==> config.mk <==
export PLATFORM = sky130hd
export DESIGN_NAME = muldiv_seq_ctrl
export DESIGN_NICKNAME = d
export VERILOG_FILES = /design/src/rtl/muldiv_seq_ctrl.sv
export SDC_FILE = /design/constraint.sdc
export NUM_CORES = 1
export LEC_CHECK = 0
export CORE_MARGIN = 4
export CORE_UTILIZATION = 25
export CTS_CLUSTER_SIZE = 28
export DETAILED_ROUTE_END_ITERATION = 10
export GPL_ROUTABILITY_DRIVEN = 0
export GPL_TIMING_DRIVEN = 0
export MAX_ROUTING_LAYER = met4
export REMOVE_ABC_BUFFERS = 1
export SLEW_MARGIN = 5
export SYNTH_ARGS = -nofsm -noshare
export SYNTH_HDL_FRONTEND = slang
export SYNTH_SLANG_ARGS = --single-unit
==> constraint.sdc <==
create_clock -name clk -period 4.8 [get_ports clk]
set_clock_uncertainty 0.15 [all_clocks]
set_input_delay 0.48 -clock clk [delete_from_list [all_inputs] [get_ports clk]]
set_output_delay 0.48 -clock clk [all_outputs]
set_load 0.05 [all_outputs]
==> src/rtl/muldiv_seq_ctrl.sv <==
// ---------------------------------------------------------------------------
// muldiv_seq_ctrl
//
// Sequencer for the shared iterative multiply/divide unit of the 5-stage core.
// One op is accepted from EX, front end (F/D) and EX are held via stall_D while
// the unit iterates one bit per cycle, and the result plus destination register
// are returned for writeback with a one-cycle md_done strobe.
//
// Flow: IDLE -> CALC -> FIX -> DONE -> IDLE (or DONE -> CALC when a new op is
// accepted in the DONE cycle). Multiply is shift-and-add on magnitudes; divide
// is restoring division on magnitudes; FIX applies signs and picks the half.
//
// Handshake: an op is taken when EX_md_valid is high, flush is low and the
// sequencer is in IDLE or DONE. There is no ready output; EX must keep the op
// presented while stall_D is high, and stall_D is asserted combinationally in
// the accept cycle itself. md_done is a single-cycle strobe with no back
// pressure; md_result/md_rd hold their values until the next DONE.
//
// Optional feature macro: MUL_EARLY_OUT_EN
//   defined     : a multiply leaves CALC as soon as the remaining multiplier
//                 bits are all zero (at least one CALC cycle).
//   not defined : every op spends exactly XLEN cycles in CALC.
//
// Ports
//   clk           in   core clock
//   rst_n         in   asynchronous active-low reset
//   EX_md_valid   in   EX holds a MUL/DIV op
//   EX_md_div     in   1 = divide, 0 = multiply
//   EX_md_signed  in   both operands are two's complement
//   EX_md_alt     in   mul: high half; div: remainder
//   EX_ra_val     in   operand A (multiplicand / dividend)
//   EX_rb_val     in   operand B (multiplier / divisor)
//   EX_rd         in   destination register
//   flush         in   kill in-flight op
//   stall_D       out  hold F/D and EX
//   md_busy       out  state is CALC or FIX
//   md_done       out  one-cycle result strobe
//   md_result     out  result, valid with md_done
//   md_rd         out  destination register of the result
//   md_we         out  md_done && md_rd != 0
//   md_state_dbg  out  current FSM state (IDLE=0, CALC=1, FIX=2, DONE=3)
// ---------------------------------------------------------------------------
module muldiv_seq_ctrl #(
  parameter int XLEN = 32
) (
  input  logic            clk,
  input  logic            rst_n,
  input  logic            EX_md_valid,
  input  logic            EX_md_div,
  input  logic            EX_md_signed,
  input  logic            EX_md_alt,
  input  logic [XLEN-1:0] EX_ra_val,
  input  logic [XLEN-1:0] EX_rb_val,
  input  logic [4:0]      EX_rd,
  input  logic            flush,
  output logic            stall_D,
  output logic            md_busy,
  output logic            md_done,
  output logic [XLEN-1:0] md_result,
  output logic [4:0]      md_rd,
  output logic            md_we,
  output logic [1:0]      md_state_dbg
);

  localparam int CNT_W = $clog2(XLEN) + 1;

  typedef enum logic [1:0] {
    S_IDLE = 2'd0,
    S_CALC = 2'd1,
    S_FIX  = 2'd2,
    S_DONE = 2'd3
  } state_e;

  state_e state_q, state_d;

  // Operation attributes latched at accept
  logic             div_q, div_d;
  logic             alt_q, alt_d;
  logic             sign_a_q, sign_a_d;   // A was negative (signed op only)
  logic             sign_b_q, sign_b_d;   // B was negative (signed op only)
  logic             dvz_q, dvz_d;         // divisor is zero
  logic             ovf_q, ovf_d;         // signed MIN / -1
  logic [4:0]       rd_q, rd_d;
  logic [CNT_W-1:0] cnt_q, cnt_d;

  // Multiply datapath
  logic [2*XLEN-1:0] prod_q, prod_d;
  logic [2*XLEN-1:0] mcand_q, mcand_d;
  logic [XLEN-1:0]   mplier_q, mplier_d;

  // Divide datapath: quot_q starts as the dividend and quotient bits shift in
  // from the bottom as dividend bits leave from the top.
  logic [XLEN-1:0]   rem_q, rem_d;
  logic [XLEN-1:0]   quot_q, quot_d;
  logic [XLEN-1:0]   dvs_q, dvs_d;

  // Registered result outputs
  logic [XLEN-1:0]   res_q, res_d;
  logic [4:0]        res_rd_q, res_rd_d;

  logic              accept;
  logic              calc_last;
  logic              mul_last;
  logic [XLEN-1:0]   a_mag, b_mag;
  logic              a_neg, b_neg;
  logic [XLEN:0]     rem_sh;
  logic [XLEN-1:0]   rem_sub;
  logic [2*XLEN-1:0] prod_fix;
  logic [XLEN-1:0]   quot_fix, rem_fix;
  logic [XLEN-1:0]   fix_result;

  localparam logic [XLEN-1:0] MIN_VAL = {1'b1, {(XLEN-1){1'b0}}};

  assign accept = EX_md_valid && !flush &&
                  ((state_q == S_IDLE) || (state_q == S_DONE));

  assign a_neg = EX_md_signed && EX_ra_val[XLEN-1];
  assign b_neg = EX_md_signed && EX_rb_val[XLEN-1];
  assign a_mag = a_neg ? (~EX_ra_val + 1'b1) : EX_ra_val;
  assign b_mag = b_neg ? (~EX_rb_val + 1'b1) : EX_rb_val;

  // Last CALC iteration: the counter is about to hit zero, or (early-out) the
  // multiplier bit being consumed now is the last non-zero one.
`ifdef MUL_EARLY_OUT_EN
  assign mul_last = (mplier_q[XLEN-1:1] == '0) || (cnt_q == CNT_W'(1));
`else
  assign mul_last = (cnt_q == CNT_W'(1));
`endif
  assign calc_last = div_q ? (cnt_q == CNT_W'(1)) : mul_last;

  // Restoring step: one extra bit on the shifted remainder so large divisors
  // compare correctly; the subtraction itself always fits in XLEN bits.
  assign rem_sh  = {rem_q, quot_q[XLEN-1]};
  assign rem_sub = rem_sh[XLEN-1:0] - dvs_q;

  // Sign fix-up. Divide-by-zero returns all ones and the original dividend
  // (|A| re-signed with sign(A) is A). MIN/-1 is pinned explicitly.
  assign prod_fix = (sign_a_q ^ sign_b_q) ? (~prod_q + 1'b1) : prod_q;

  always_comb begin
    quot_fix = quot_q;
    rem_fix  = rem_q;
    if (dvz_q) begin
      quot_fix = '1;
    end else if (ovf_q) begin
      quot_fix = MIN_VAL;
    end else if (sign_a_q ^ sign_b_q) begin
      quot_fix = ~quot_q + 1'b1;
    end
    if (ovf_q) begin
      rem_fix = '0;
    end else if (sign_a_q) begin
      rem_fix = ~rem_q + 1'b1;
    end
  end

  always_comb begin
    fix_result = '0;
    if (div_q) begin
      fix_result = alt_q ? rem_fix : quot_fix;
    end else begin
      fix_result = alt_q ? prod_fix[2*XLEN-1:XLEN] : prod_fix[XLEN-1:0];
    end
  end

  // -------------------------------------------------------------------------
  // FSM: state register
  // -------------------------------------------------------------------------
  always_ff @(posedge clk or negedge rst_n) begin
    if (!rst_n) begin
      state_q <= S_IDLE;
    end else begin
      state_q <= state_d;
    end
  end

  // -------------------------------------------------------------------------
  // FSM: next state
  // -------------------------------------------------------------------------
  always_comb begin
    state_d = state_q;
    case (state_q)
      S_IDLE: begin
        if (accept) state_d = S_CALC;
      end
      S_CALC: begin
        if (flush)          state_d = S_IDLE;
        else if (calc_last) state_d = S_FIX;
      end
      S_FIX: begin
        state_d = flush ? S_IDLE : S_DONE;
      end
      S_DONE: begin
        state_d = accept ? S_CALC : S_IDLE;
      end
      default: state_d = S_IDLE;
    endcase
  end

  // -------------------------------------------------------------------------
  // FSM: outputs
  // -------------------------------------------------------------------------
  always_comb begin
    md_busy      = (state_q == S_CALC) || (state_q == S_FIX);
    stall_D      = md_busy || accept;
    md_done      = (state_q == S_DONE) && !flush;
    md_we        = md_done && (res_rd_q != 5'd0);
    md_result    = res_q;
    md_rd        = res_rd_q;
    md_state_dbg = state_q;
  end

  // -------------------------------------------------------------------------
  // Datapath next state
  // -------------------------------------------------------------------------
  always_comb begin
    div_d    = div_q;
    alt_d    = alt_q;
    sign_a_d = sign_a_q;
    sign_b_d = sign_b_q;
    dvz_d    = dvz_q;
    ovf_d    = ovf_q;
    rd_d     = rd_q;
    cnt_d    = cnt_q;
    prod_d   = prod_q;
    mcand_d  = mcand_q;
    mplier_d = mplier_q;
    rem_d    = rem_q;
    quot_d   = quot_q;
    dvs_d    = dvs_q;
    res_d    = res_q;
    res_rd_d = res_rd_q;

    if (accept) begin
      div_d    = EX_md_div;
      alt_d    = EX_md_alt;
      sign_a_d = a_neg;
      sign_b_d = b_neg;
      dvz_d    = (EX_rb_val == '0);
      ovf_d    = EX_md_signed && (EX_ra_val == MIN_VAL) && (EX_rb_val == '1);
      rd_d     = EX_rd;
      cnt_d    = CNT_W'(XLEN);
      prod_d   = '0;
      mcand_d  = {{XLEN{1'b0}}, a_mag};
      mplier_d = b_mag;
      rem_d    = '0;
      quot_d   = a_mag;
      dvs_d    = b_mag;
    end else if (state_q == S_CALC) begin
      if (cnt_q != '0) begin
        cnt_d = cnt_q - CNT_W'(1);
      end
      if (div_q) begin
        if (rem_sh >= {1'b0, dvs_q}) begin
          rem_d  = rem_sub;
          quot_d = {quot_q[XLEN-2:0], 1'b1};
        end else begin
          rem_d  = rem_sh[XLEN-1:0];
          quot_d = {quot_q[XLEN-2:0], 1'b0};
        end
      end else begin
        if (mplier_q[0]) begin
          prod_d = prod_q + mcand_q;
        end
        mcand_d  = {mcand_q[2*XLEN-2:0], 1'b0};
        mplier_d = {1'b0, mplier_q[XLEN-1:1]};
      end
    end else if ((state_q == S_FIX) && !flush) begin
      res_d    = fix_result;
      res_rd_d = rd_q;
    end
  end

  // -------------------------------------------------------------------------
  // Datapath registers
  // -------------------------------------------------------------------------
  always_ff @(posedge clk or negedge rst_n) begin
    if (!rst_n) begin
      div_q    <= 1'b0;
      alt_q    <= 1'b0;
      sign_a_q <= 1'b0;
      sign_b_q <= 1'b0;
      dvz_q    <= 1'b0;
      ovf_q    <= 1'b0;
      rd_q     <= '0;
      cnt_q    <= '0;
      prod_q   <= '0;
      mcand_q  <= '0;
      mplier_q <= '0;
      rem_q    <= '0;
      quot_q   <= '0;
      dvs_q    <= '0;
      res_q    <= '0;
      res_rd_q <= '0;
    end else begin
      div_q    <= div_d;
      alt_q    <= alt_d;
      sign_a_q <= sign_a_d;
      sign_b_q <= sign_b_d;
      dvz_q    <= dvz_d;
      ovf_q    <= ovf_d;
      rd_q     <= rd_d;
      cnt_q    <= cnt_d;
      prod_q   <= prod_d;
      mcand_q  <= mcand_d;
      mplier_q <= mplier_d;
      rem_q    <= rem_d;
      quot_q   <= quot_d;
      dvs_q    <= dvs_d;
      res_q    <= res_d;
      res_rd_q <= res_rd_d;
    end
  end

endmodule

; ---- Word-level counts from Yosys, hierarchy flattened
; Index checks and enable logic that the tools add are counted.
[op_classes]
add_sub_neg = 8
mul = 0
div_mod_pow = 0
order_cmp = 1
n_eq_ne = 9
n_shift = 0
muxes = 38
bitwise_logic = 8
n_reduce_logical = 27
[ops]
columns = cell, count
row1 = 2-to-1 mux 32 bit, 20
row2 = 2-to-1 mux 64 bit, 8
row3 = "adder 32 x 1 -> 32 bit, second input constant", 4
row4 = NOT 32 bit, 4
row5 = "adder 64 x 1 -> 64 bit, second input constant", 1
row6 = adder 64 bit, 1
row7 = "== test 32 bit, second input constant", 2
row8 = NOT 64 bit, 1
row9 = greater-or-equal comparator 33 x 32 -> 1 bit, 1
row10 = logical NOT 32 bit, 1
row11 = subtractor 32 bit, 1
row12 = 2-to-1 mux 6 bit, 3
row13 = logical AND 1 bit, 9
row14 = 2-to-1 mux 2 bit, 4
row15 = one-hot mux 2 bit (4 select lines), 1
row16 = AND reduction 2 bit, 4
row17 = nonzero test 2 bit, 4
row18 = "== test 6 x 1 -> 1 bit, second input constant", 1
row19 = AND reduction 3 bit, 2
row20 = nonzero test 6 bit, 1
row21 = "subtractor 6 x 1 -> 6 bit, second input constant", 1
row22 = nonzero test 5 bit, 1
row23 = "== test 2 bit, second input constant", 2
row24 = logical OR 1 bit, 3
row25 = other kinds (9), 11
[word_totals]
ff_bits = 312
latchBits = 0
ram_bits = 0
romBits = 0
output_inout_bits = 43
word_cells = 108
mem_count = 0

; ---- Depth between registers and ports, before layout
[depth]
depth_word = 7
depth_mapped = 14

; ---- Worst setup path after synthesis
; No wires, ideal clock.
[synth_path]
path_kind = reg-to-reg
startpoint = register prod_q[0]
endpoint = register prod_q[56]
arrival_time_ns = 3.047
path_slack_ns = 1.472
path_stages_with_launch = 13
n_path_buf = 0
synth_period_minus_slack_ns = 3.328
path_cell_list = dfrtp_1 > ha_1 > fa_1 > a21oi_1 > o21ai_0 > o21ai_0 > a211oi_2 > a221oi_2 > o41ai_2 > a21bo_2 > nand3_1 > a2111oi_0 > or3_1
[synth_between]
elab_chain_len = 5
[synth_lines]
columns = item, line
row1 = "start, declared", 87  ; logic [2*XLEN-1:0] prod_q, prod_d;
row2 = "start signal, assigned", 304  ; prod_q <= prod_d;
row3 = adder 64 bit, 263  ; prod_d = prod_q + mcand_q;
row4 = 2-to-1 mux 64 bit, 262  ; if (mplier_q[0]) begin
row5 = 2-to-1 mux 64 bit, 253  ; if (div_q) begin
row6 = 2-to-1 mux 64 bit, 249  ; end else if (state_q == S_CALC) begin
row7 = 2-to-1 mux 64 bit, 234  ; if (accept) begin
; No other way between the ends. The select of a mux whose other input is x is not followed.
; A chain may end at the register's enable or synchronous reset.

; ---- Final worst setup path
; Ends and elaborated chain as after synthesis.

==> flow_metrics.py <==
metrics = {
    "run_status": {
        "status": "completed",
    },
    "power": {
        "internal_power_mw": 11.0,
        "swShare_pct": 51.6,
        "clockPowerShare_pct": 13.0,
        "power_mw": 22.7,
        "powerDensity_nw_per_um2": 828,
        "p_comb_share_pct": 63.0,
        "seq_power_share_pct": 24.0,
        "irDropWorstVdd_mv": 0.391,
        "power_switching_mw": 11.7,
        "total_leakage_power_nw": 11.5,
    },
    "critical_path": {
        "max_stage_delay_ns": 0.59,
        "crit_chain": "ha_1 > fa_1 > a21oi_1 > o21ai_0 > o21ai_0 > a211oi_2 > a221oi_2 > o41ai_2 > a21bo_2 > nand3_1 > a2111oi_0 > or3_1",
        "crit_buf_inv": 0,
        "arrival_ns": 4.64,
        "cpMaxStageDelayCell": "a221oi_2",
        "crit_family": "compound AO/OA/AOI/OAI gates",
        "crit_fanout": 7,
        "crit_type": "flip-flop to flip-flop",
        "worst_setup_path_end_kind": "flip-flop",
        "cp.required_ns": 5.10,
        "worst_setup_path_start_kind": "flip-flop",
        "crit_path_frequent_cell": "o21ai_0",
    },
    "clock_tree": {
        "cts_max_level": 2,
        "insertion_delay_ns": 0.58,
        "cts_num_sinks": 312,
        "cts_tree": "built",
        "cts-resized-gates": 0,
        "path_clk_slew_ns": 0.07,
        "clock-root-buffer": "clkbuf_16",
        "cts_made_buffers": 38,
        "cts.path.max_buffers": 3,
    },
    "logic_synthesis": {
        "synth_flop_cell": "dfrtp_1",
        "synth-edff-count": 0,
        "synth.top_cell.area_share_pct": 33.3,
        "synth_area_um2": 23500,
        "synthTopCellsByArea": "dfrtp_1, nand2_1, a21oi_1",
        "yosys.area.top_type": "dfrtp_1",
        "yosysWarningCount": 0,
        "ys_seq_area_share_pct": 33.3,
        "synthArstFlopShare_pct": 100,
        "yosys-top-cells-count": "nand2_1, a21oi_1, dfrtp_1",
        "yosysMostFrequentCell": "nand2_1",
        "syn-mean-instance-area_um2": 7.81,
        "ys_seq_elements": 312,
        "synth_cells": 3005,
        "yosys.cell_types.count": 86,
    },
    "finish": {
        "nNetsFinal": 3191,
        "drive_gt1_share_pct": 4.85,
        "fin_util_pct": 29.4,
        "synthToLayoutAreaGrowth_pct": 16.9,
    },
    "floorplanning": {
        "chipHeight_um": 314,
        "dieArea_um2": 98800,
        "start_util_pct": 25.2,
        "die-width_um": 314,
        "coreArea_um2": 93200,
        "rows": 112,
        "io_pins": 119,
    },
    "detailed_routing": {
        "via_per_inst": 5.21,
        "vias": 22319,
        "wl_um": 79200,
        "drtPass1Iterations": 7,
        "drt_iter0_drc": 2304,
        "wl_per_cell_um": 18.5,
        "antenna_left": 0,
        "drc": 0,
    },
    "timing": {
        "drv_slew": 0,
        "rsz0062_at_grt": "false",
        "fmax_mhz": 230,
        "worst-slew-pin-transition_ns": 1.35,
        "setup_viol": 0,
        "fin_crit_sh_pct": 90.5,
        "setup_ws_ns": 0.456,
        "fin_worst_hold_slack_ns": 0.294,
        "relSlewSlack_pct": 9.15,
        "min_period_ns": 4.34,
        "tns_ns": 0,
        "hold_violations": 0,
    },
    "global_route": {
        "antenna_found_initial": 1,
        "grt_max_degree": 102,
        "grt_pass1_vias": 21099,
        "grt.total_usage_pct": 16.1,
        "grt_pass1_wl_um": 124000,
        "grt_overflow": 0,
    },
    "placed_design": {
        "dp_slack_ns": 0.396,
        "numPortBuffers": 118,
        "hpwl_um": 59200,
    },
    "min_path": {
        "hp-class": "primary input to flip-flop",
    },
    "job": {
        "cap_violations": 0,
    },
}
==> cell type report <==
class / count / area (µm²)
fill: 9884 / 65800
multi-input combinational: 2415 / 14700
sequential: 312 / 7810
timing repair buffer: 147 / 1800
tap: 1254 / 1570
clock buffer: 48 / 1050
inverter: 91 / 342
clock inverter: 16 / 180
antenna: 1 / 2.50
==> worst paths after layout <==
check                                      start                      to  slack, ns  cells after the start
setup reg to reg           prod_q[0]$_DFFE_PN0P_  prod_q[56]$_DFFE_PN0P_       0.46                     12
min in group asynchronous                  rst_n    md_rd[0]$_DFFE_PN0P_       0.30                      2
hold / removal                          EX_rd[0]     rd_q[0]$_DFFE_PN0P_       0.29                      3
max in group asynchronous                  rst_n       alt_q$_DFFE_PN0P_       3.00                      4
setup / recovery           prod_q[0]$_DFFE_PN0P_  prod_q[56]$_DFFE_PN0P_       0.46                     12
hold reg to reg              rd_q[2]$_DFFE_PN0P_     rd_q[2]$_DFFE_PN0P_       0.33                      2
==> placed cells by master (no fill, tap or decap), types with 14 or more instances in the layout <==
cell type	n
nand2b_1	15
a211oi_1	42
nor4_1	26
and3_1	40
o22ai_1	18
xor2_1	129
clkdlybuf4s50_1	117
nand4_1	42
a21oi_1	348
and2_1	14
or3_1	26
nand2_1	508
o41ai_1	14
nor2_1	262
a31oi_1	77
nor3_1	62
nand3_1	41
o21bai_1	16
a21o_1	62
mux2i_1	18
o31ai_1	27
o21ai_0	174
xnor2_1	125
dfrtp_1	310
or4_1	15
ha_1	108
inv_1	90
clkbuf_16	39
==> sequential cells by signal, summed over array words and instances, names as in the netlist <==
register      flops
dvs_q            32
sign_b_q          1
rem_q            32
dvz_q             1
ovf_q             1
prod_q           64
div_q             1
mplier_q         32
rd_q              5
quot_q           32
md_rd             5
cnt_q             6
md_state_dbg      2
md_result        32
alt_q             1
mcand_q          64
sign_a_q          1
==> kinds of logic after synthesis <==
logic type                 synth area share (%)
and+or+nand+nor                            21.9
AOI/OAI and AO/OA                          23.8
DFF                                        33.3
buffers and inverters                      4.50
xor gates and xnor gates                   9.56
adders and majority gates                  5.93
muxes                                      1.06
==> timing repair <==
item | 4_1_cts | 5_1_grt
hold endpoints to repair | 69 | 0
buffers inserted | 0 | 0
hold buffers | 1 | 0
==> power groups by stage <==
stage / registers, mW / clock network (mW) / logic [mW]
2_1_floorplan: 5.40 / 0 / 9.52
3_3_place_gp: 5.54 / 0 / 13.5
3_5_place_dp: 5.43 / 0 / 14.1
4_1_cts: 5.41 / 3.01 / 14.1
5_1_grt: 5.61 / 3.13 / 15.7
6_report: 5.45 / 2.95 / 14.3
==> worst register-to-register path, cell delays in order (launching register included) <==
cell,delay (ns)
dfrtp_1,0.49
ha_1,0.28
fa_1,0.41
a21oi_1,0.28
o21ai_0,0.13
o21ai_0,0.55
a211oi_2,0.29
a221oi_2,0.59
o41ai_2,0.20
a21bo_2,0.32
nand3_1,0.12
a2111oi_0,0.09
or3_1,0.33
==> per-stage QoR <==
stage / cells / instance area [µm²]
2_1_floorplan: 2818 / 22700
3_3_place_gp: 4190 / 25500
3_5_place_dp: 4218 / 26200
4_1_cts: 4283 / 27400
5_1_grt: 4284 / 27400
6_report: 4284 / 27400
==> layer usage <==
metal	up-vias	part of all wire [%]	track usage, %
li1	10673	-	-
met1	10811	45	22.2
met2	708	44	24.2
met3	127	7.8	3.09
met4	0	2.8	4.39
met5	-	0	-
No activity file was read; power rests on OpenSTA's default activity.
